`src/rtl/dispensador_troco.sv`:
```
// Change-payout controller: ejects 1-real and 50-cent coins one at a time,
// confirms each on its drop sensor and reports completion or tube-empty errors.
module dispensador_troco #(
   parameter int PULSE_LEN = 4,
   parameter int GAP_LEN   = 2,
   parameter int TIMEOUT   = 16
) (
   input  logic       clk,
   input  logic       rst,
   input  logic       start,
   input  logic [3:0] rr,
   input  logic [3:0] rdc,
   input  logic       clr,
   input  logic       det_um,
   input  logic       det_cin,
   output logic       ej_um,
   output logic       ej_cin,
   output logic       busy,
   output logic       done,
   output logic       err,
   output logic [4:0] dispensed
);
   localparam int CW = $clog2(TIMEOUT + 1);

   typedef enum logic [2:0] {
      IDLE, EJ_UM, WAIT_UM, GAP_UM, EJ_CIN, WAIT_CIN, DONE, ERR
   } state_t;

   state_t        state_q, route_d;
   logic [3:0]    rem_um_q;
   logic          rem_cin_q, bad_q, pend_q, conf_q;
   logic [CW-1:0] cnt_q;
   logic          ej_um_q, ej_cin_q, busy_q, done_q, err_q;
   logic [4:0]    disp_q;
   logic          win_um, in_win, det_sel, hit, conf_now, pulse_end, tmo, gap_end;

   always_comb begin
      route_d = DONE;
      if (rem_um_q != 4'd0)
         route_d = EJ_UM;
      else if (rem_cin_q)
         route_d = EJ_CIN;
   end

   // The detection window spans both the EJ and WAIT states of a coin type.
   assign win_um    = (state_q == EJ_UM) || (state_q == WAIT_UM);
   assign in_win    = win_um || (state_q == EJ_CIN) || (state_q == WAIT_CIN);
   assign det_sel   = win_um ? det_um : det_cin;
   assign hit       = in_win && det_sel && !conf_q;
   assign conf_now  = conf_q || hit;
   assign pulse_end = (cnt_q == CW'(PULSE_LEN - 1));
   assign tmo       = (cnt_q == CW'(TIMEOUT - 1));
   assign gap_end   = (cnt_q == CW'(GAP_LEN - 1));

   always_ff @(posedge clk or negedge rst) begin
      if (!rst) begin
         state_q   <= IDLE;
         rem_um_q  <= 4'd0;
         rem_cin_q <= 1'b0;
         bad_q     <= 1'b0;
         pend_q    <= 1'b0;
         conf_q    <= 1'b0;
         cnt_q     <= '0;
         ej_um_q   <= 1'b0;
         ej_cin_q  <= 1'b0;
         busy_q    <= 1'b0;
         done_q    <= 1'b0;
         err_q     <= 1'b0;
         disp_q    <= 5'd0;
      end else begin
         done_q <= 1'b0;
         if (hit) begin
            conf_q <= 1'b1;
            if (win_um) begin
               rem_um_q <= rem_um_q - 4'd1;
               disp_q   <= disp_q + 5'd2;
            end else begin
               rem_cin_q <= 1'b0;
               disp_q    <= disp_q + 5'd1;
            end
         end
         case (state_q)
            IDLE: begin
               // Request is latched on one edge and routed on the next.
               if (pend_q) begin
                  pend_q <= 1'b0;
                  if (bad_q) begin
                     state_q <= ERR;
                     err_q   <= 1'b1;
                  end else begin
                     state_q  <= route_d;
                     busy_q   <= 1'b1;
                     ej_um_q  <= (route_d == EJ_UM);
                     ej_cin_q <= (route_d == EJ_CIN);
                     done_q   <= (route_d == DONE);
                     cnt_q    <= '0;
                     conf_q   <= 1'b0;
                  end
               end else if (start) begin
                  pend_q    <= 1'b1;
                  rem_um_q  <= rr;
                  rem_cin_q <= (rdc == 4'd5);
                  bad_q     <= !((rdc == 4'd0) || (rdc == 4'd5));
                  disp_q    <= 5'd0;
               end
            end
            EJ_UM, EJ_CIN: begin
               cnt_q <= cnt_q + 1'b1;
               if (pulse_end) begin
                  ej_um_q  <= 1'b0;
                  ej_cin_q <= 1'b0;
                  if (conf_now && win_um) begin
                     state_q <= GAP_UM;
                     cnt_q   <= '0;
                  end else if (conf_now) begin
                     state_q <= DONE;
                     done_q  <= 1'b1;
                  end else begin
                     state_q <= win_um ? WAIT_UM : WAIT_CIN;
                  end
               end
            end
            WAIT_UM, WAIT_CIN: begin
               cnt_q <= cnt_q + 1'b1;
               if (conf_now && win_um) begin
                  state_q <= GAP_UM;
                  cnt_q   <= '0;
               end else if (conf_now) begin
                  state_q <= DONE;
                  done_q  <= 1'b1;
               end else if (tmo) begin
                  state_q <= ERR;
                  err_q   <= 1'b1;
                  busy_q  <= 1'b0;
               end
            end
            GAP_UM: begin
               cnt_q <= cnt_q + 1'b1;
               if (gap_end) begin
                  state_q  <= route_d;
                  ej_um_q  <= (route_d == EJ_UM);
                  ej_cin_q <= (route_d == EJ_CIN);
                  done_q   <= (route_d == DONE);
                  cnt_q    <= '0;
                  conf_q   <= 1'b0;
               end
            end
            DONE: begin
               state_q <= IDLE;
               busy_q  <= 1'b0;
            end
            ERR: begin
               if (clr) begin
                  state_q <= IDLE;
                  err_q   <= 1'b0;
               end
            end
            default: state_q <= IDLE;
         endcase
      end
   end

   assign ej_um     = ej_um_q;
   assign ej_cin    = ej_cin_q;
   assign busy      = busy_q;
   assign done      = done_q;
   assign err       = err_q;
   assign dispensed = disp_q;
endmodule

```
`config.mk`:
```
export PLATFORM = sky130hd
export DESIGN_NAME = dispensador_troco
export DESIGN_NICKNAME = d
export VERILOG_FILES = /design/src/rtl/dispensador_troco.sv
export SDC_FILE = /design/constraint.sdc
export NUM_CORES = 1
export LEC_CHECK = 0
export CAP_MARGIN = 40
export CORE_ASPECT_RATIO = 0.8
export CORE_UTILIZATION = 45
export CTS_CLUSTER_SIZE = 10
export DETAILED_ROUTE_END_ITERATION = 6
export PLACE_DENSITY = 0.67
export REMOVE_ABC_BUFFERS = 1
export SYNTH_ARGS = -nofsm -noshare
export SYNTH_HDL_FRONTEND = slang
export SYNTH_SLANG_ARGS = --single-unit
```
`constraint.sdc`:
```
create_clock -name clk -period 6.1 [get_ports clk]
set_input_delay 1.22 -clock clk [delete_from_list [all_inputs] [get_ports clk]]
set_output_delay 1.22 -clock clk [all_outputs]
set_load 0.005 [all_outputs]
```
### After elaboration in Yosys (flattened, before gate mapping)

Index checks and enable logic that the tools add are counted.

* $add $sub $neg: 4
* equal/unequal tests: 24
* multiplexer cells: 72
* bitwise logic cells: 1
* reduce and logical (&&, ||, !) cells: 25

Operator list (number)
* 2-to-1 mux 5 bit: 10
* 2-to-1 mux 1 bit: 36
* 2-to-1 mux 3 bit: 12
* 2-to-1 mux 4 bit: 5
* one-hot mux 5 bit (4 select lines): 1
* == test 3 bit, second input constant: 6
* != test 2 bit, second input constant: 9
* one-hot mux 3 bit (6 select lines): 1
* one-hot mux 1 bit (3 select lines): 4
* adder 5 x 1 -> 5 bit, second input constant: 2
* AND reduction 5 bit: 2
* nonzero test 3 bit: 3
* nonzero test 4 bit: 2
* AND reduction 7 bit: 1
* == test 3 x 1 -> 1 bit, second input constant: 2
* == test 3 x 2 -> 1 bit, second input constant: 2
* AND reduction 3 bit: 2
* AND reduction 6 bit: 1
* adder 5 x 2 -> 5 bit, second input constant: 1
* == test 5 x 1 -> 1 bit, second input constant: 1
* == test 5 x 2 -> 1 bit, second input constant: 1
* == test 5 x 4 -> 1 bit, second input constant: 1
* logical OR 1 bit: 5
* == test 4 x 3 -> 1 bit, second input constant: 1
* other kinds (11): 15

* register bits: 26
* input bits: 14
* output and inout bits: 10
* word-level logic and storage cells: 139

### Depth between registers and ports, before layout

* depth in word-level cells: 11
* mapped depth: 9

### Least setup slack after synthesis

OpenSTA, ideal clock, no wires.

* kind: input to register
* from: input port det_um
* to: register state_q[0]
* data arrival time: 2.450 ns
* data required time: 6.036 ns
* slack: 3.585 ns
* cell stages on the path: 7
* buffers on the path: 0
* path through: a32o_1 nor2_2 ha_1 a221oi_1 o21ai_0 o21ai_0 mux2_2

* cells in the longest elaborated chain, start to end: 8
* elaborated cells on any way between the ends: 13
* classes of those cells: 1 x eq/ne; 7 x mux; 5 x reduce/logical

Ends and longest elaborated chain
* from (decl): RTL line 14 `input logic det_um,`
* 2-to-1 mux 1 bit *: RTL line 48 `assign det_sel = win_um ? det_um : det_cin;`
* logical AND 1 bit * (2 in series): RTL line 49 `assign hit = in_win && det_sel && !conf_q;`
* logical OR 1 bit *: RTL line 50 `assign conf_now = conf_q || hit;`
* 2-to-1 mux 3 bit / logical AND 1 bit (equally long branches): RTL line 115, 112, 125
* 2-to-1 mux 3 bit: RTL line 112 `if (conf_now && win_um) begin`
* 2-to-1 mux 3 bit: RTL line 109 `if (pulse_end) begin`
* one-hot mux 3 bit (6 select lines): RTL line 82 `case (state_q)`
* to (signal assigned): RTL line 91 `state_q <= route_d;`
* to (signal assigned): RTL line 119 `state_q <= win_um ? WAIT_UM : WAIT_CIN;`
* to (signal assigned): RTL line 140 `state_q <= route_d;`
* to (decl): RTL line 29 `state_t state_q, route_d;`

Every way passes the cells marked *; elsewhere a longest branch is shown, timed or not. The select of a mux whose other input is x is not followed.
A chain may end at the register's enable or synchronous reset.

### Final worst setup path

Ends and elaborated chain as after synthesis.

==> flow_summary.toml <==
[min_path]
worstHoldPathCells = 1
hp-start = "dispensed[3]$_DFF_PN0_"
whs_endpoint = "dispensed[3]$_DFF_PN0_"
hold_class = "reg2reg"

[sta]
final_max_slew_viol_count = 0
skew_ns = 0.00388
period_share_pct = 49.5
fin_tns_setup_ns = 0
rsz0062_at_grt = "false"
holdWs_ns = 0.522
final_hold_viol_count = 0
setup_violations = 0
timing.fmax_mhz = 331
worst_pin_slew_ns = 0.811
relSlewSlack_pct = 46.0
min_period_ns = 3.02

[placement]
dp_hpwl_um = 2920
routabilityCongestion = 0.879
placement.io_buffers = 23

[final_layout]
final_layout_size_suffix_gt1_share_pct = 9.05
syn2layout_area_growth_pct = 18.9
layout.nets = 245
n_antenna_cell = 0
final_common_cell = "dfrtp_1"
final_cell_mix = "dfrtp_1 (26), clkdlybuf4s50_1 (23), nand2_1 (20), o21ai_0 (17)"

[clock_tree]
cts.reportedPaths.clkPinSlew_ns = 0.09
cts_buffer_depth = 2
ctsHoldBuffers = 0
cts_max_level = 1
cts_root_buf = "clkbuf_8"
cts_setup_buffers = 0
cts_resized = 0
worstSkewPairLatency_ns = 0.28
numCtsBuffers = 3
cts_tree = "yes"
clock_sinks = 26

[setup_path]
crit_buf_inv = 1
r2r_slack_ns = 3.35
cp_top_family = "compound AO/OA/AOI/OAI gates"
slowest_stage = "clkdlybuf4s50_1"
crit_type = "in2reg"
cp_cell_sequence = "clkdlybuf4s50_1, a32o_1, nor2_2, ha_1, a221oi_1, o21ai_0, o21ai_0, mux2_2"
slowest_delay_ns = 0.52
cp-end-kind = "flip-flop"
reg2reg_from = "state_q[0]$_DFFE_PN0P_"
reg2reg_depth = 8
startpoint_type = "input pin"
required_ns = 6.32
cp.arrival_ns = 3.24
reg2reg_to = "state_q[0]$_DFFE_PN0P_"
crit_path_max_fanout = 6
crit_top_cell = "o21ai_0"

[detailed_routing]
top_layer = "met4"
dr.pass1.iters = 4
drc = 0
wirelength_met1_um = 2060
vias_per_cell = 5.53
wl_met2_um = 1700
drt-total-wl_um = 3970
vias = 1526
wire_per_inst_um = 14.4
final_antenna_net_count = 0
met3_length_um = 181
drt_iter0_drc = 130

[status]
status = "completed"

[global_routing]
grt.total_usage_pct = 20.3
gr-total-overflow = 0
grt_pass1_vias = 1364
antenna_found_initial = 0
grt_start_max_net_pins = 27
grt_pass1_wl_um = 6640

[synth]
synthArstFlopShare_pct = 100
syn_inst = 199
synth_ff_type = "dfrtp_1"
synth-edff-count = 0
ys_ff_latch = 26
ys_seq_area_share_pct = 36.5
yosysWarnings = 0
ys_types = 52
syn_avg_cell_area_um2 = 8.96
synth_area_um2 = 1780

[floorplan]
die_area_um2 = 4220
io_pins = 24
die_x_um = 72.4
initial_core_util_pct = 46.9
core_area_um2 = 3800
rows = 20
dieHeight_um = 58.3

[power]
power_density_nw_per_um2 = 498
p_leak_nw = 0.893
peakVddDrop_uv = 207
power.total_mw = 1.06

[job]
drv_cap = 0
-- layer usage --
layer / global-route usage, % / up-vias
met4: 3.36 / 0
met5: 0 / -
met1: 31.4 / 723
li1: - / 759
met2: 30.0 / 42
met3: 3.60 / 2
-- final cells by class --
class	instances	area (µm²)
fillers	360	1680
well taps	55	68.8
flip-flops and latches	26	651
clock inverters	1	30.0
multi-input cells	152	1030
inverters	14	52.6
repair buffers	25	245
clock buffers	3	41.3
-- logic make-up after synthesis --
kind of cell,synth area share [%]
compound gates,21.5
buf+inv,5.61
flops,36.5
mux,5.40
simple gates,20.2
fa+ha+maj,6.32
xor+xnor,4.42
-- per-stage QoR --
stage | worst slack [ns] | cell area [µm²] | cells | utilization (%)
after CTS | 3.12 | 2120 | 276 | 55.8
after global routing | 3.01 | 2120 | 276 | 55.8
final | 3.08 | 2120 | 276 | 55.8
after detailed placement | 2.84 | 2050 | 272 | 53.9
after floorplan | 3.57 | 1740 | 192 | -
after global placement | 2.88 | 2040 | 271 | 53.7
-- synthesized netlist by cell type (2+ instances only) --
cell | instances | area share (%)
a211oi_1 | 4 | 1.7
a21o_1 | 5 | 2.1
a21oi_1 | 10 | 2.8
a221oi_1 | 2 | 0.98
a31oi_1 | 3 | 1.1
and2_1 | 2 | 0.70
buf_2 | 2 | 0.56
buf_6 | 2 | 1.3
clkbuf_1 | 2 | 0.42
dfrtp_1 | 26 | 36
ha_1 | 9 | 6.3
inv_1 | 14 | 2.9
mux2_2 | 5 | 3.2
mux2i_1 | 4 | 2.2
nand2_1 | 20 | 4.2
nand3_1 | 6 | 1.7
nor2_1 | 14 | 2.9
nor2_2 | 2 | 0.70
nor2b_1 | 3 | 1.1
nor3_1 | 3 | 0.84
nor3b_1 | 5 | 2.1
o21ai_0 | 17 | 4.8
o21bai_1 | 2 | 0.84
o31ai_1 | 2 | 0.84
xnor2_1 | 7 | 3.4
xor2_1 | 2 | 0.98
-- worst max path at each step --
stage | depth (start not counted) | start | end | slack, ns
finish | 8 | det_um | state_q[0]$_DFFE_PN0P_ | 3.08
global route | 8 | det_um | state_q[0]$_DFFE_PN0P_ | 3.01
CTS | 8 | det_um | state_q[0]$_DFFE_PN0P_ | 3.12
detailed placement | 8 | det_um | state_q[0]$_DFFE_PN0P_ | 2.84
global placement | 7 | det_um | state_q[1]$_DFFE_PN0P_ | 2.88
floorplan | 7 | det_um | state_q[0]$_DFFE_PN0P_ | 3.57
-- registers in the layout (all words and copies together), names as in the netlist --
name,flops
rem_um_q,4
done,1
dispensed,5
ej_um,1
ej_cin,1
conf_q,1
rem_cin_q,1
cnt_q,5
busy,1
state_q,3
pend_q,1
bad_q,1
err,1
-- power breakdown --
| group | leakage, nW | internal, mW | total, mW | switching, mW |
|---|---|---|---|---|
| clock | 0.0357 | 0.0880 | 0.148 | 0.0597 |
| sequential | 0.320 | 0.240 | 0.362 | 0.122 |
| combinational | 0.537 | 0.273 | 0.547 | 0.275 |
| total | 0.893 | 0.600 | 1.06 | 0.457 |
Note: power is estimated with default switching activity, not from simulation.
